## src/rtl/sram_fifo_ctrl_if.sv

```systemverilog
`timescale 1ns/1ps
`default_nettype none
// ============================================================================
// Module      : sram_fifo_ctrl_if
// Description : Push stream, pop stream, occupancy and SRAM port bundle for
//               the SRAM-backed FIFO controller.
// Revision    : 1.0 - initial release
// ============================================================================
interface sram_fifo_ctrl_if #(
    parameter int DW = 16,
    parameter int AW = 14
);
    // upstream push stream
    logic          in_valid;
    logic          in_ready;
    logic [DW-1:0] in_data;
    // downstream pop stream
    logic          out_valid;
    logic          out_ready;
    logic [DW-1:0] out_data;
    // total words held
    logic [AW:0]   occ;
    // SRAM write port
    logic          wr_en;
    logic [AW-1:0] wr_addr;
    logic [DW-1:0] wr_data;
    // SRAM read port (registered read data)
    logic          rd_en;
    logic [AW-1:0] rd_addr;
    logic [DW-1:0] rd_data;

    // controller side
    modport slave (
        input  in_valid, in_data, out_ready, rd_data,
        output in_ready, out_valid, out_data, occ,
               wr_en, wr_addr, wr_data, rd_en, rd_addr
    );

    // environment side (stream source/sink and SRAM)
    modport master (
        output in_valid, in_data, out_ready, rd_data,
        input  in_ready, out_valid, out_data, occ,
               wr_en, wr_addr, wr_data, rd_en, rd_addr
    );
endinterface
`default_nettype wire

```

## src/rtl/sram_fifo_ctrl.sv

```systemverilog
`timescale 1ns/1ps
`default_nettype none
// ============================================================================
// Module      : sram_fifo_ctrl
// Description : Streaming FIFO built on a dual-port SRAM with one-cycle
//               registered read latency. A 3-entry output buffer hides the
//               read latency so the pop side runs one word per cycle.
// Revision    : 1.0 - initial release
// ============================================================================
module sram_fifo_ctrl #(
    parameter int DW    = 16,
    parameter int AW    = 14,
    parameter int DEPTH = 16384
) (
    input  logic                  sys_clk,
    input  logic                  sys_rst_n,
    sram_fifo_ctrl_if.slave       bus
);

    localparam logic [AW:0] c_FULL     = (AW+1)'(DEPTH);
    localparam logic [2:0]  c_OB_SLOTS = 3'd3;

    logic [AW-1:0] wptr_q, wptr_d;
    logic [AW-1:0] rptr_q, rptr_d;
    logic [AW:0]   sram_cnt_q, sram_cnt_d;
    logic          inflight_q;
    logic [DW-1:0] ob_q [3];
    logic [DW-1:0] ob_d [3];
    logic [1:0]    ob_cnt_q, ob_cnt_d;

    logic          w_in_ready;
    logic          w_out_valid;
    logic          w_push;
    logic          w_pop;
    logic          w_rd;
    logic [2:0]    w_pending;
    logic [1:0]    w_cap_idx;

    // Push side: refuse only while the SRAM itself is full; the output
    // buffer never lends capacity to the input in the same cycle.
    assign w_in_ready  = (sram_cnt_q != c_FULL);
    assign w_out_valid = (ob_cnt_q != 2'd0);
    assign w_push      = bus.in_valid & w_in_ready;
    assign w_pop       = w_out_valid & bus.out_ready;

    // Issue a read only when a buffer slot is reserved for its data, counting
    // the read already in flight, so capture never overflows the buffer.
    assign w_pending   = {1'b0, ob_cnt_q} + {2'b00, inflight_q};
    assign w_rd        = (sram_cnt_q != '0) && (w_pending < c_OB_SLOTS);

    assign bus.in_ready  = w_in_ready;
    assign bus.wr_en     = w_push;
    assign bus.wr_addr   = wptr_q;
    assign bus.wr_data   = bus.in_data;
    assign bus.rd_en     = w_rd;
    assign bus.rd_addr   = rptr_q;
    assign bus.out_valid = w_out_valid;
    assign bus.out_data  = ob_q[0];
    assign bus.occ       = sram_cnt_q + {{AW{1'b0}}, inflight_q}
                                      + {{(AW-1){1'b0}}, ob_cnt_q};

    // Next-state for pointers, SRAM count and the shifting output buffer.
    always_comb begin
        wptr_d     = wptr_q + {{(AW-1){1'b0}}, w_push};
        rptr_d     = rptr_q + {{(AW-1){1'b0}}, w_rd};
        sram_cnt_d = sram_cnt_q + {{AW{1'b0}}, w_push} - {{AW{1'b0}}, w_rd};
        ob_cnt_d   = ob_cnt_q + {1'b0, inflight_q} - {1'b0, w_pop};
        w_cap_idx  = ob_cnt_q - {1'b0, w_pop};
        ob_d       = ob_q;
        // Head always lives in entry 0 so out_data comes straight off a flop.
        if (w_pop) begin
            ob_d[0] = ob_q[1];
            ob_d[1] = ob_q[2];
            ob_d[2] = '0;
        end
        // Returning read data lands just behind the surviving entries.
        if (inflight_q) begin
            if (w_cap_idx == 2'd0) begin
                ob_d[0] = bus.rd_data;
            end else if (w_cap_idx == 2'd1) begin
                ob_d[1] = bus.rd_data;
            end else begin
                ob_d[2] = bus.rd_data;
            end
        end
    end

    // State registers; reset discards everything so stale SRAM data is lost.
    always_ff @(posedge sys_clk or negedge sys_rst_n) begin
        if (!sys_rst_n) begin
            wptr_q     <= '0;
            rptr_q     <= '0;
            sram_cnt_q <= '0;
            inflight_q <= 1'b0;
            ob_cnt_q   <= 2'd0;
            for (int i = 0; i < 3; i++) begin
                ob_q[i] <= '0;
            end
        end else begin
            wptr_q     <= wptr_d;
            rptr_q     <= rptr_d;
            sram_cnt_q <= sram_cnt_d;
            inflight_q <= w_rd;
            ob_cnt_q   <= ob_cnt_d;
            ob_q       <= ob_d;
        end
    end

endmodule
`default_nettype wire

```

## src/flat_wrapper.sv

```systemverilog
// flat-port wrapper written by rule: the top's interface ports become plain ports
module sram_fifo_ctrl_flat 
#(
    parameter int DW    = 16,
    parameter int AW    = 14,
    parameter int DEPTH = 16384
)
  (sys_clk, sys_rst_n, bus_in_valid, bus_in_data, bus_out_ready, bus_rd_data, bus_in_ready, bus_out_valid, bus_out_data, bus_occ, bus_wr_en, bus_wr_addr, bus_wr_data, bus_rd_en, bus_rd_addr);
  sram_fifo_ctrl_if #(.DW(DW), .AW(AW)) bus_i ();
  input  logic sys_clk;
  input  logic sys_rst_n;
  input wire logic [$bits(bus_i.in_valid)-1:0] bus_in_valid;
  input wire logic [$bits(bus_i.in_data)-1:0] bus_in_data;
  input wire logic [$bits(bus_i.out_ready)-1:0] bus_out_ready;
  input wire logic [$bits(bus_i.rd_data)-1:0] bus_rd_data;
  output wire logic [$bits(bus_i.in_ready)-1:0] bus_in_ready;
  output wire logic [$bits(bus_i.out_valid)-1:0] bus_out_valid;
  output wire logic [$bits(bus_i.out_data)-1:0] bus_out_data;
  output wire logic [$bits(bus_i.occ)-1:0] bus_occ;
  output wire logic [$bits(bus_i.wr_en)-1:0] bus_wr_en;
  output wire logic [$bits(bus_i.wr_addr)-1:0] bus_wr_addr;
  output wire logic [$bits(bus_i.wr_data)-1:0] bus_wr_data;
  output wire logic [$bits(bus_i.rd_en)-1:0] bus_rd_en;
  output wire logic [$bits(bus_i.rd_addr)-1:0] bus_rd_addr;
  assign bus_i.in_valid = bus_in_valid;
  assign bus_i.in_data = bus_in_data;
  assign bus_i.out_ready = bus_out_ready;
  assign bus_i.rd_data = bus_rd_data;
  assign bus_in_ready = bus_i.in_ready;
  assign bus_out_valid = bus_i.out_valid;
  assign bus_out_data = bus_i.out_data;
  assign bus_occ = bus_i.occ;
  assign bus_wr_en = bus_i.wr_en;
  assign bus_wr_addr = bus_i.wr_addr;
  assign bus_wr_data = bus_i.wr_data;
  assign bus_rd_en = bus_i.rd_en;
  assign bus_rd_addr = bus_i.rd_addr;
  sram_fifo_ctrl #(.DW(DW), .AW(AW), .DEPTH(DEPTH)) u_core (.sys_clk(sys_clk), .sys_rst_n(sys_rst_n), .bus(bus_i));
endmodule
```

## config.mk

```make
export PLATFORM = sky130hd
export DESIGN_NAME = sram_fifo_ctrl_flat
export DESIGN_NICKNAME = d
export VERILOG_FILES = /design/src/rtl/sram_fifo_ctrl_if.sv /design/src/rtl/sram_fifo_ctrl.sv /design/src/flat_wrapper.sv
export SDC_FILE = /design/constraint.sdc
export NUM_CORES = 1
export LEC_CHECK = 0
export BUFFER_PORTS_ARGS = -buffer_cell sky130_fd_sc_hd__buf_2
export CAP_MARGIN = 10
export CORE_ASPECT_RATIO = 0.75
export CORE_UTILIZATION = 50
export CTS_CLUSTER_DIAMETER = 30
export CTS_CLUSTER_SIZE = 12
export DETAILED_ROUTE_END_ITERATION = 16
export GPL_TIMING_DRIVEN = 1
export HOLD_SLACK_MARGIN = 0.15
export PLACE_DENSITY = 0.77
export SLEW_MARGIN = 20
export SYNTH_ARGS = -nofsm -noshare
export SYNTH_HDL_FRONTEND = slang
export SYNTH_SLANG_ARGS = --single-unit
```

## constraint.sdc

```tcl
create_clock -name sys_clk -period 3.49 [get_ports sys_clk]
set_input_delay 0.1745 -clock sys_clk [delete_from_list [all_inputs] [get_ports sys_clk]]
set_output_delay 0.1745 -clock sys_clk [all_outputs]
set_load 0.01 [all_outputs]
```

==> summary.txt <==
Clocking
  – CTS buffer count: 9
  – Clk buf depth: 2
  – CTS tree: built
  – CTS H-tree lvls: 3
  – Clk pin slew, worst setup/hold paths: 0.07 ns
  – Clock Sinks: 94
  – CTS root buf: clkbuf_16
  – Clock latency on the worst-skew pair: 0.34 ns

Worst hold path
  – Worst Hold End: u_core.bus.wr_addr[0]
  – Worst hold path class: input port to flip-flop
  – Worst Min Path Start: bus_in_valid
  – Hold path cells: 4

STA
  – Final Hold Viols: 0
  – Max Freq: 0.296 GHz
  – Final setup vio count: 0
  – Layout Skew: 0.00678 ns
  – Worst-Margin Slew: 0.716 ns
  – Max-slew violation count: 0
  – Slew HR: 0.522
  – Setup ws final: 0.110 ns
  – Final min period: 3.38 ns
  – Part of the cycle the worst path needs: 0.969
  – Setup TNS: 0 ns

Layout
  – Commonest non-fill, non-tap cell in the layout: dfrtp_1
  – Nets: 691
  – Diodes inserted: 0
  – Finished Layout Cells: 746
  – # fillers: 837
  – Share of cells above drive strength 1: 0.241
  – Most frequent cells in the layout: 93 x dfrtp_1, 81 x buf_2, 64 x nand2_1
  – Area Growth Syn to Fin: 18.8%
  – Final instance area: 6200 µm²

Routing
  – DR top layer: met4
  – Met3 Wirelength: 493 µm
  – Starting DRC count in detailed routing: 248
  – Via count: 3830
  – DRC: 0
  – Vias per cell: 5.13
  – WL met2: 5.17 mm
  – WL/cell: 14.7 µm
  – Met1 WL: 5.12 mm
  – Wirelength, routed: 10.9 mm
  – Post-DRT Antenna Nets: 0
  – 1st-pass router iterations: 4

Critical path
  – CP Class: flip-flop to flip-flop
  – Worst R2R Setup Slack: 0.11 ns
  – Critical R2R Launch: u_core.sram_cnt_q[13]
  – CP required: 3.71 ns
  – Setup crit start kind: flip-flop
  – Worst Reg-to-Reg Cells: 15
  – CP bufs+invs: 2
  – Crit path capture type: flip-flop
  – FF-to-FF End: u_core.sram_cnt_q[12]
  – Cell family with most CP delay: adder cells
  – Critical path peak fanout: 4
  – Slowest cell on crit path: dfrtp_2
  – Crit path DAT: 3.60 ns
  – CP cell instances: inv_2, ha_2, nand4_1, nor3_2, a211oi_2, ha_1, inv_2, ha_4, fa_2, a211o_1, a311oi_2, a221o_2, nand3_2, and2_4, xor2_1
  – Most common cell on crit path: inv_2
  – Crit-path max cell delay: 0.43 ns

Placement
  – # placed instances: 706
  – RePlAce Congestion: 0.857
  – Pre-CTS setup slack: 0.00809 ns
  – Placed Instance Area: 5640 µm²
  – HPWL Detailed: 7.68 mm
  – I/O Buffers: 82

Floorplan
  – Initial Utilization: 0.528
  – Die width: 120 µm
  – IO Count: 115
  – Row Count: 31
  – Total core area: 9890 µm²
  – Die Footprint: 10900 µm²
  – Die height: 90.5 µm

Yosys
  – Ys Warns: 0
  – Gate Count Post-Synth: 521
  – Sequential share of the synthesized area: 0.451
  – Synthesized flop and latch total: 94
  – Distinct cells, synth: 37
  – Syn Area/Cell: 10.0 µm²
  – Syn Nets: 602
  – Mapped Area: 5220 µm²

Pwr
  – Peak VDD IR: 0.000645 V
  – Static Leakage: 3.20 nW
  – Power Dens Cells: 1070 nW/µm²

Flow run
  – Maxcap violations: 0

Global routing
  – GRT overflow: 0
  – Antenna violations before repair: 0
  – Total track usage: 0.213
  – Largest net degree at the start of global routing: 79
  – First-pass GRT wire length: 18.2 mm
  – Vias in the first global route: 3697

Outcome
  – Status: completed
-- metrics by stage --
step	power, W	hold WS (ns)	utilization
after floorplan	0.00448	-0.121	-
after global placement	0.00528	0.349	0.570
after detailed placement	0.00546	0.349	0.570
after CTS	0.00651	0.275	0.617
after global routing	0.00723	0.307	0.627
final	0.00666	0.299	0.627
-- cells in the mapped netlist --
cell	count	area, µm²
xor2_1	18	158
nand3_1	32	160
nand2_1	65	244
a21boi_0	1	7.51
and3_1	4	25.0
and4_1	1	8.76
o21ai_0	21	105
and2_1	1	6.26
nor2b_1	4	25.0
or2_2	1	6.26
ha_1	42	526
fa_1	3	60.1
nand3_2	1	10.0
o21bai_1	2	15.0
a211o_1	1	8.76
dfrtp_1	94	2350
a41oi_1	1	8.76
a211oi_1	2	15.0
nor3_1	2	10.0
nand2b_4	1	13.8
nand4_1	6	37.5
buf_4	32	240
a21oi_1	27	135
inv_1	33	124
a311oi_2	1	15.0
a221o_2	1	11.3
a21oi_2	1	8.76
o21a_1	1	7.51
o41ai_2	1	16.3
xnor2_1	36	315
buf_2	4	20.0
nand2b_1	3	18.8
clkbuf_1	10	37.5
a21o_1	2	15.0
mux2i_1	32	320
o31ai_1	1	7.51
nor2_1	33	124
-- kinds of logic after synthesis --
logic type | count (synthesis) | share of synthesized area
AOI/OAI and AO/OA | 63 | 0.0722
xor gates and xnor gates | 54 | 0.0906
adders and majority gates | 45 | 0.112
buffers and inverters | 79 | 0.0808
DFF | 94 | 0.451
muxes | 32 | 0.0614
and+or+nand+nor | 154 | 0.132
-- metal layers --
metal,GRT usage,vias to the layer above
met1,0.285,1828
met5,0,-
li1,-,1876
met4,0.0688,0
met3,0.0467,22
met2,0.341,104
-- power breakdown --
group | total [W] | internal (W) | switching, W
clock network | 0.000983 | 0.000556 | 0.000427
registers | 0.00189 | 0.00158 | 0.000308
logic | 0.00379 | 0.00168 | 0.00211
-- timing repair --
item	in CTS	in global routing
hold endpoints to repair	125	0
hold buffers	17	0
gates resized for setup	1	15
endpoints found under the setup margin	1	2
buffers inserted	0	8
pin swaps	0	8
cloned	0	0
-- state kept, by name, summed over array words and instances (netlist names) --
| register | cells |
|---|---|
| u_core.ob_cnt_q | 2 |
| u_core.bus.wr_addr | 14 |
| u_core.sram_cnt_q | 15 |
| u_core.ob_q | 32 |
| u_core.inflight_q | 1 |
| u_core.bus.out_data | 16 |
| u_core.bus.rd_addr | 14 |
-- worst max-delay path by stage --
stage	slack (ns)	cells after the start	start	endpoint
6_report	0.11	15	u_core.sram_cnt_q[13]	u_core.sram_cnt_q[12]
5_1_grt	-0.008	15	u_core.sram_cnt_q[13]	u_core.sram_cnt_q[12]
4_1_cts	0.03	15	u_core.sram_cnt_q[10]	u_core.sram_cnt_q[12]
3_5_place_dp	0.008	15	u_core.sram_cnt_q[13]	u_core.sram_cnt_q[12]
3_3_place_gp	0.18	15	u_core.sram_cnt_q[10]	u_core.sram_cnt_q[12]
2_1_floorplan	0.19	13	u_core.ob_cnt_q[0]	u_core.sram_cnt_q[12]
-- worst min-delay path: stages --
cell and delay [ns]:
buf_2 0.09, nand2_1 0.09, inv_1 0.13, ha_1 0.13
-- final cells by class --
class,instances,area (µm²),share of cell area
flip-flops and latches,94,2350,0.379
well taps,132,165,0.0266
multi-input cells,348,2490,0.401
inverters,33,124,0.0200
clock buffers,9,225,0.0363
clock inverters,6,70.1,0.0113
repair buffers,124,774,0.125
(Power assumes the default switching activity.)
